===== config.mk =====
export PLATFORM = sky130hd
export DESIGN_NAME = matrix_scanner_flat
export DESIGN_NICKNAME = d
export VERILOG_FILES = /design/src/rtl/pong_pkg.sv /design/src/rtl/matrix_scanner_if.sv /design/src/rtl/matrix_col_shifter.sv /design/src/rtl/matrix_scanner.sv /design/src/flat_wrapper.sv
export SDC_FILE = /design/constraint.sdc
export NUM_CORES = 1
export LEC_CHECK = 0
export ABC_AREA = 1
export CAP_MARGIN = 20
export CELL_PAD_IN_SITES_DETAIL_PLACEMENT = 0
export CELL_PAD_IN_SITES_GLOBAL_PLACEMENT = 1
export CORE_ASPECT_RATIO = 1.4
export CORE_MARGIN = 5
export CORE_UTILIZATION = 35
export CTS_CLUSTER_DIAMETER = 100
export DETAILED_ROUTE_END_ITERATION = 12
export HOLD_SLACK_MARGIN = 0.12
export PLACE_DENSITY = 0.77
export SETUP_SLACK_MARGIN = 0.3
export SLEW_MARGIN = 20
export SYNTH_ARGS = -nofsm -noshare
export SYNTH_HDL_FRONTEND = slang
export SYNTH_SLANG_ARGS = --single-unit

===== constraint.sdc =====
create_clock -name clk32mhz -period 1.27 [get_ports clk32mhz]
set_input_delay 0.127 -clock clk32mhz [delete_from_list [all_inputs] [get_ports clk32mhz]]
set_output_delay 0.127 -clock clk32mhz [all_outputs]
set_load 0.05 [all_outputs]

===== src/rtl/pong_pkg.sv =====
// Shared pong definitions: scan FSM states and LED matrix geometry.
package pong_pkg;

    localparam int MATRIX_N     = 16;
    localparam int MATRIX_ROW_W = 4;
    localparam int MATRIX_BIT_W = $clog2(MATRIX_N);

    typedef enum logic [2:0] {
        FETCH,
        CAPTURE,
        SHIFT_COL,
        SHIFT_ROW,
        LATCH,
        DISPLAY
    } scan_state_t;

    // The row driver is a shift register; a single 1 enters at row 0 and walks down.
    function automatic logic row_seed(input logic [MATRIX_ROW_W-1:0] row);
        return (row == '0);
    endfunction

endpackage


===== src/rtl/matrix_scanner_if.sv =====
// Frame-buffer read port between the matrix scanner (master) and the game frame buffer (slave).
interface matrix_scanner_if;
    import pong_pkg::*;

    logic                    fb_rd_en;
    logic [MATRIX_ROW_W-1:0] fb_row;
    logic [MATRIX_N-1:0]     fb_data;

    modport master (output fb_rd_en, output fb_row, input fb_data);
    modport slave  (input fb_rd_en, input fb_row, output fb_data);
endinterface


===== src/rtl/matrix_col_shifter.sv =====
// 16-bit parallel-load, MSB-first PISO for the column driver.
module matrix_col_shifter
    import pong_pkg::*;
(
    input  logic                clk,
    input  logic                reset_n,
    input  logic                load,
    input  logic                shift,
    input  logic [MATRIX_N-1:0] data,
    output logic                msb_next
);
    logic [MATRIX_N-1:0] sr;

    // Look-ahead MSB so the caller can register CSDI on the same edge as the load/shift.
    assign msb_next = load  ? data[MATRIX_N-1] :
                      shift ? sr[MATRIX_N-2]   : sr[MATRIX_N-1];

    always_ff @(posedge clk) begin
        if (!reset_n) begin
            sr <= '0;
        end else if (load) begin
            sr <= data;
        end else if (shift) begin
            sr <= {sr[MATRIX_N-2:0], 1'b0};
        end
    end
endmodule


===== src/rtl/matrix_scanner.sv =====
// Row-scan controller for the 16x16 LED matrix; `define MATRIX_DIM_EN adds the dim input
// (25% duty during the row dwell).
module matrix_scanner
    import pong_pkg::*;
#(
    parameter int SCREENTIMERWIDTH = 10
)
(
    input  logic             clk32mhz,
    input  logic             reset_n,
`ifdef MATRIX_DIM_EN
    input  logic             dim,
`endif
    matrix_scanner_if.master fb,
    output logic             CSDI,
    output logic             CCLK,
    output logic             RSDI,
    output logic             RCLK,
    output logic             LE,
    output logic             OEB,
    output logic             frame_done
);
    // state is the phase whose outputs get registered on the coming edge, so each
    // output is visible during the cycle the state names.
    scan_state_t                 state;
    logic [MATRIX_ROW_W-1:0]     row;
    logic [MATRIX_BIT_W-1:0]     bit_idx;
    logic                        phase;
    logic [SCREENTIMERWIDTH-1:0] dwell;
    logic                        col_load;
    logic                        col_shift;
    logic                        col_msb;
    logic                        dark;

    // The first column bit's edge also closes the CAPTURE cycle, where fb_data is valid.
    assign col_load  = (state == SHIFT_COL) && !phase && (&bit_idx);
    assign col_shift = (state == SHIFT_COL) && !phase && !(&bit_idx);

`ifdef MATRIX_DIM_EN
    logic dim_q;
    assign dark = dim_q && (dwell[SCREENTIMERWIDTH-1:SCREENTIMERWIDTH-2] != 2'b00);
`else
    assign dark = 1'b0;
`endif

    matrix_col_shifter u_col (
        .clk      (clk32mhz),
        .reset_n  (reset_n),
        .load     (col_load),
        .shift    (col_shift),
        .data     (fb.fb_data),
        .msb_next (col_msb)
    );

    always_ff @(posedge clk32mhz) begin
        if (!reset_n) begin
            state       <= FETCH;
            row         <= '0;
            bit_idx     <= '0;
            phase       <= 1'b0;
            dwell       <= '0;
            fb.fb_rd_en <= 1'b0;
            fb.fb_row   <= '0;
            CSDI        <= 1'b0;
            CCLK        <= 1'b0;
            RSDI        <= 1'b0;
            RCLK        <= 1'b0;
            LE          <= 1'b0;
            OEB         <= 1'b1;
            frame_done  <= 1'b0;
`ifdef MATRIX_DIM_EN
            dim_q       <= 1'b0;
`endif
        end else begin
            case (state)
                FETCH: begin
                    fb.fb_rd_en <= 1'b1;
                    fb.fb_row   <= row;
                    OEB         <= 1'b1;
                    frame_done  <= 1'b0;
                    state       <= CAPTURE;
                end
                CAPTURE: begin
                    fb.fb_rd_en <= 1'b0;
                    bit_idx     <= '1;
                    phase       <= 1'b0;
                    state       <= SHIFT_COL;
                end
                SHIFT_COL: begin
                    if (!phase) begin
                        CCLK  <= 1'b0;
                        CSDI  <= col_msb;
                        phase <= 1'b1;
                    end else begin
                        CCLK  <= 1'b1;
                        phase <= 1'b0;
                        if (bit_idx == '0) state <= SHIFT_ROW;
                        else               bit_idx <= bit_idx - 1'b1;
                    end
                end
                SHIFT_ROW: begin
                    CCLK <= 1'b0;
                    CSDI <= 1'b0;
                    RSDI <= row_seed(row);
                    if (!phase) begin
                        RCLK  <= 1'b0;
                        phase <= 1'b1;
                    end else begin
                        RCLK  <= 1'b1;
                        phase <= 1'b0;
                        state <= LATCH;
                    end
                end
                LATCH: begin
                    RCLK  <= 1'b0;
                    RSDI  <= 1'b0;
                    LE    <= 1'b1;
                    dwell <= '0;
`ifdef MATRIX_DIM_EN
                    dim_q <= dim;
`endif
                    state <= DISPLAY;
                end
                DISPLAY: begin
                    LE    <= 1'b0;
                    OEB   <= dark;
                    dwell <= dwell + 1'b1;
                    if (&dwell) begin
                        frame_done <= &row;
                        row        <= row + 1'b1;
                        state      <= FETCH;
                    end
                end
                default: state <= FETCH;
            endcase
        end
    end
endmodule


===== src/flat_wrapper.sv =====
// flat-port wrapper written by rule: the top's interface ports become plain ports
module matrix_scanner_flat import pong_pkg::*;
#(
    parameter int SCREENTIMERWIDTH = 10
)
  (clk32mhz, reset_n, CSDI, CCLK, RSDI, RCLK, LE, OEB, frame_done, fb_fb_rd_en, fb_fb_row, fb_fb_data);
  matrix_scanner_if fb_i ();
  input  logic clk32mhz;
  input  logic reset_n;
  output logic CSDI;
  output logic CCLK;
  output logic RSDI;
  output logic RCLK;
  output logic LE;
  output logic OEB;
  output logic frame_done;
  output wire logic [$bits(fb_i.fb_rd_en)-1:0] fb_fb_rd_en;
  output wire logic [$bits(fb_i.fb_row)-1:0] fb_fb_row;
  input wire logic [$bits(fb_i.fb_data)-1:0] fb_fb_data;
  assign fb_fb_rd_en = fb_i.fb_rd_en;
  assign fb_fb_row = fb_i.fb_row;
  assign fb_i.fb_data = fb_fb_data;
  matrix_scanner #(.SCREENTIMERWIDTH(SCREENTIMERWIDTH)) u_core (.clk32mhz(clk32mhz), .reset_n(reset_n), .fb(fb_i), .CSDI(CSDI), .CCLK(CCLK), .RSDI(RSDI), .RCLK(RCLK), .LE(LE), .OEB(OEB), .frame_done(frame_done));
endmodule

======== Word-level counts from Yosys, hierarchy flattened ========
Cells that the tools add are included.
storage, ports and cells
  register bits after elaboration ......... 50
  output and inout port bits .............. 12
  logic and storage cells ................. 80
cells by class
  add/sub/neg operators ................... 3
  equality and inequality tests ........... 11
  muxes and demuxes ....................... 26
  reductions and logical operators ........ 25
operators with widths
  cell                                                                    number
  16-bit 2-to-1 mux                                                       2
  10-bit one-hot mux with 2 select lines                                  1
  1-bit one-hot mux with 2 select lines                                   9
  3-bit one-hot mux with 6 select lines                                   1
  2-bit nonzero test                                                      8
  3-bit 2-to-1 mux                                                        4
  4-bit AND reduction                                                     3
  11-bit AND reduction                                                    1
  10-bit by 1-bit adder with 10-bit output (second input constant)        1
  10-bit AND reduction                                                    1
  4-bit logical NOT                                                       2
  4-bit 2-to-1 mux                                                        2
  4-bit one-hot mux with 2 select lines                                   1
  3-bit by 2-bit equality test with 1-bit output (second input constant)  2
  3-bit equality test (second input constant)                             2
  1-bit 2-to-1 mux                                                        6
  2-bit by 1-bit != test with 1-bit output (second input constant)        3
  2-bit != test (second input constant)                                   3
  4-bit by 1-bit adder with 4-bit output (second input constant)          1
  2-bit AND reduction                                                     2
  4-bit by 1-bit subtractor with 4-bit output (second input constant)     1
  3-bit by 1-bit equality test with 1-bit output (second input constant)  1
  1-bit logical AND                                                       3
  3-bit logical NOT                                                       1
  3 further kinds                                                         4

======== Longest topological paths before layout ========
  word-level depth ........................ 7
  depth in mapped cells ................... 10
  depth with buffers taken out ............ 9

======== Hierarchy ========
A second synthesis with hierarchy kept.
unflattened totals
  cells, all modules ...................... 357
  area, all modules ....................... 2488.6 µm²
modules (own cells, without submodules)
  module              instances  cells an instance  area each (µm²)  sequential area each (µm²)
  matrix_scanner      1          239                1686.6           680.7
  matrix_col_shifter  1          118                802.0            320.3

======== Least setup slack after synthesis ========
No wires, ideal clock.
  kind .................................... register to register
  start ................................... register u_core.bit_idx[0]
  end ..................................... register u_core.u_col.sr[11]
  data arrival time ....................... 1.247 ns
  data required time ...................... 1.161 ns
  path slack .............................. -0.086 ns
  stages on the path, launching flop included .. 10
  cell sequence ........................... dfxtp_1 ha_1 nand3_1 inv_1 nor2_8 buf_6 nand2_1 nand3_1 nand2_1 inv_1
between the ends
  longest elaborated chain between the ends .. 4
  elaborated cells on any way between the ends .. 6
  those cells by class .................... mux: 1; reduce/logical: 5
RTL lines
  item                          RTL line                                    RTL
  start: declaration            matrix_scanner.sv:27                        logic [MATRIX_BIT_W-1:0] bit_idx;
  start signal: assignment      matrix_scanner.sv:98                        else bit_idx <= bit_idx - 1'b1;
  4-bit AND reduction *         matrix_scanner.sv:36, matrix_scanner.sv:37
  1-bit logical NOT             matrix_scanner.sv:37                        assign col_shift = (state == SHIFT_COL) && !phase && !(&bit_idx);
  1-bit logical AND             matrix_scanner.sv:37
  2-bit nonzero test (no line)  --
  end signal: assignment        matrix_col_shifter.sv:22                    sr <= data;
  end signal: assignment        matrix_col_shifter.sv:24                    sr <= {sr[MATRIX_N-2:0], 1'b0};
  end: declaration              matrix_col_shifter.sv:12                    logic [MATRIX_N-1:0] sr;
Every way passes the cells marked *; elsewhere a longest branch is shown, timed or not.
A chain may end at the register's enable or synchronous reset.

======== Worst setup path in the final report ========
  start ................................... register u_core.state[2]
  end ..................................... register u_core.state[1]
between the ends
  longest elaborated chain between the ends .. 3
  elaborated cells on any way between the ends .. 12
  those cells by class .................... eq/ne: 9; mux: 1; reduce/logical: 2
RTL lines
  item                                                                                   RTL line              RTL
  start: declaration                                                                     matrix_scanner.sv:25  scan_state_t state;
  start signal: assignment                                                               matrix_scanner.sv:57  state <= FETCH;
  start signal: assignment                                                               matrix_scanner.sv:81  state <= CAPTURE;
  start signal: assignment                                                               matrix_scanner.sv:87  state <= SHIFT_COL;
  3-bit by 2-bit equality test with 1-bit output or 3-bit equality test (tied branches)  matrix_scanner.sv:75  case (state)
  2-bit != test (no line) or 2-bit by 1-bit != test with 1-bit output (tied branches)    --
  4-bit AND reduction (no line)                                                          --
Parallel ways exist; a longest one is shown, timed or not.

==> results.toml <==
[worst_setup_path]
path_class = "reg -> reg"
cpMostUsedCell = "nand3_1"
worstPathRequired_ps = 1490
cp-end-kind = "flop"
crit_chain = "inv_4 > nand2_4 > buf_4 > buf_6 > nor2_2 > a21oi_4 > nand3_1 > nand3_1 > inv_1"
critPathSlowestCell = "dfxtp_4"
start_kind = "flop"
critical_path_peak_fanout = 5
r2r_slack_ps = -40
crit_arrival_ps = 1530
cp_top_family = "flip-flops"
crit_buf_inv = 4
critPathMaxStageDelay_ps = 390

[logic_synthesis]
synth_top_area_cell = "dfxtp_1"
yosysSeqAreaShare = 0.408
yosys.cell_types.count = 25
synth-seq-cells = 49
synth_mux_area_frac = 0
synth-compound-area-share = 0.0905
yosys.area_share.xor_xnor = 0.00364
syn_inst = 350
synthAdderAreaFrac = 0.0260
synthSimpleGateAreaFrac = 0.374
netlist_area_um2 = 2410
synth_top_family_by_area = "simple AND/OR/NAND/NOR gates"
synthTopCellsByArea = "dfxtp_1, nand2_1, nand3_1"
yosysTopAreaCellShare = 0.408
avgSynthCellArea_um2 = 6.87
postSynthNetCount = 373
yosysWarnings = 0

[drt]
post-route-drc-count = 0
wl_per_cell_um = 12.7
drtAntennaViolNets = 0
dr.first_iter.drc_count = 88
route.vias.total = 2443
via_per_inst = 4.75
drtPass1Iterations = 4
wl_um = 6510

[grt]
antenna_found_initial = 0
grt_remaining_overflow = 0
grt_usage = 0.153
grt_pass1_wl_um = 10500
grt_max_degree = 17
grt_pass1_vias = 2337

[placement]
dp.cells = 490
io_buffers = 29
dp.final_hpwl_um = 4430
place_ws_ps = -35.0
place.gp.congestion = 0.776

[floorplan]
row_count = 35
pin_count = 30
die_h_um = 108
dieWidth_um = 80.1
die-area_um2 = 8660
core-area_um2 = 6660
initial_core_util = 0.361

[timing]
rsz0062_at_grt = "yes"
fin_crit_sh = 1.03
maxSlewHeadroom = 0.827
worst_pin_slew_ps = 259
setup_viol = 19
fin_ws_ps = -43.8
skew_ps = 13.7
slew_violations = 0
hold_viol = 0
whs_ps = 416
clock.fmax_mhz = 761
timing.setup.tns_ps = -585
min_period_ps = 1310

[clock_tree]
cts_hold_buf = 0
clock_latency_ps = 310
cts_buffers = 5
clock_sinks = 49
htreeDepth = 2
root_buffer = "clkbuf_8"
cts_tree = "done"
clockBufferDepth = 2
clk_pin_slew_worst_paths_ps = 100

[layout]
fin_nets = 444
area_growth_pct = 57.6
final_common_cell = "nand2_1"
instances_no_fill = 514
drive_gt1_frac = 0.400
final_cell_mix = "nand2_1, inv_1, buf_4"
diodes = 0

[worst_hold_path]
hold_path_class = "in -> reg"

[power]
powerDensity_nw_per_um2 = 1630
leakage_nw = 1.66
peakVddDrop_mv = 0.848
power_mw = 6.19

[run_status]
violations = "setup timing"
status = "finished, violations left"

[flow_run]
drv_cap = 0
## flip-flops by register name, summed over array words and instances, names as in the netlist
name                count
u_core.fb.fb_rd_en      1
u_core.state            3
u_core.OEB              1
u_core.bit_idx          4
u_core.RCLK             1
u_core.RSDI             1
u_core.CSDI             1
u_core.CCLK             1
u_core.fb.fb_row        4
u_core.u_col.sr        15
u_core.LE               1
u_core.dwell           10
u_core.row              4
u_core.frame_done       1
u_core.phase            1
## Yosys cell counts
cell type	number
nand2_2	3
clkbuf_1	4
and3_1	1
inv_1	44
o21a_1	1
a21oi_1	26
nand2_4	2
nand4_1	9
nand2_1	117
nor2_1	20
o21ai_0	10
buf_6	2
nand3_2	1
nand3_1	38
nor3_1	3
buf_4	2
ha_1	5
nor2_8	3
a22oi_1	1
a211oi_1	3
inv_2	1
dfxtp_1	49
buf_2	3
or2_2	1
xor2_1	1
## cell type report
cell class / instances / area [µm²]
Sequential cell: 49 / 1040
Tap cell: 92 / 115
Inverter: 45 / 181
Timing Repair Buffer: 73 / 811
Multi-Input combinational cell: 247 / 1540
Clock buffer: 6 / 93.8
Clock inverter: 2 / 13.8
Fill cell: 636 / 2870
## cell families after synthesis
logic type      after synthesis
compound gates               41
xor+xnor                      1
fa+ha+maj                     5
buf+inv                      56
flops                        49
simple gates                198
## metal layers
layer,vias up,track usage,routed length (µm),share of wire
met3,6,0.0317,167,0.026
met5,-,0,0,0
met1,1145,0.169,2680,0.41
met4,0,0.0483,74,0.011
met2,30,0.288,3590,0.55
li1,1262,-,-,-
## worst paths after layout
| path | cells after the start | to | from |
|---|---|---|---|
| max reg2reg | 9 | u_core.state[1]$_SDFFE_PN0P_ | u_core.state[2]$_SDFFE_PN0P_ |
| min | 3 | u_core.u_col.sr[0]$_SDFFE_PN0P_ | fb_fb_data[0] |
| max | 9 | u_core.state[1]$_SDFFE_PN0P_ | u_core.state[2]$_SDFFE_PN0P_ |
| min reg2reg | 2 | u_core.u_col.sr[0]$_SDFFE_PN0P_ | u_core.u_col.sr[0]$_SDFFE_PN0P_ |
## power by group
group,total [mW],switching [mW],internal [mW]
clock,1.05,0.542,0.512
combinational,3.07,1.64,1.43
sequential,2.06,0.270,1.79
## timing repair
item | 4_1_cts | 5_1_grt
setup endpoints to repair | 61 | 54
buffers inserted | 5 | 9
pin swaps | 10 | 19
resized for setup | 77 | 31
cloned | 1 | 1
## per-stage QoR
step	cell area [µm²]	utilization
2_1_floorplan	2530	-
3_3_place_gp	3220	0.484
4_1_cts	3590	0.540
6_report	3790	0.570
3_5_place_dp	3220	0.484
5_1_grt	3790	0.570
## tightest hold or removal path: cells and delay by family
| kind | cells | cell delay, ps |
|---|---|---|
| compound gates | 1 | 50 |
| buf+inv | 1 | 420 |
| simple gates | 1 | 80 |
Power figures use the tool's default switching activity.
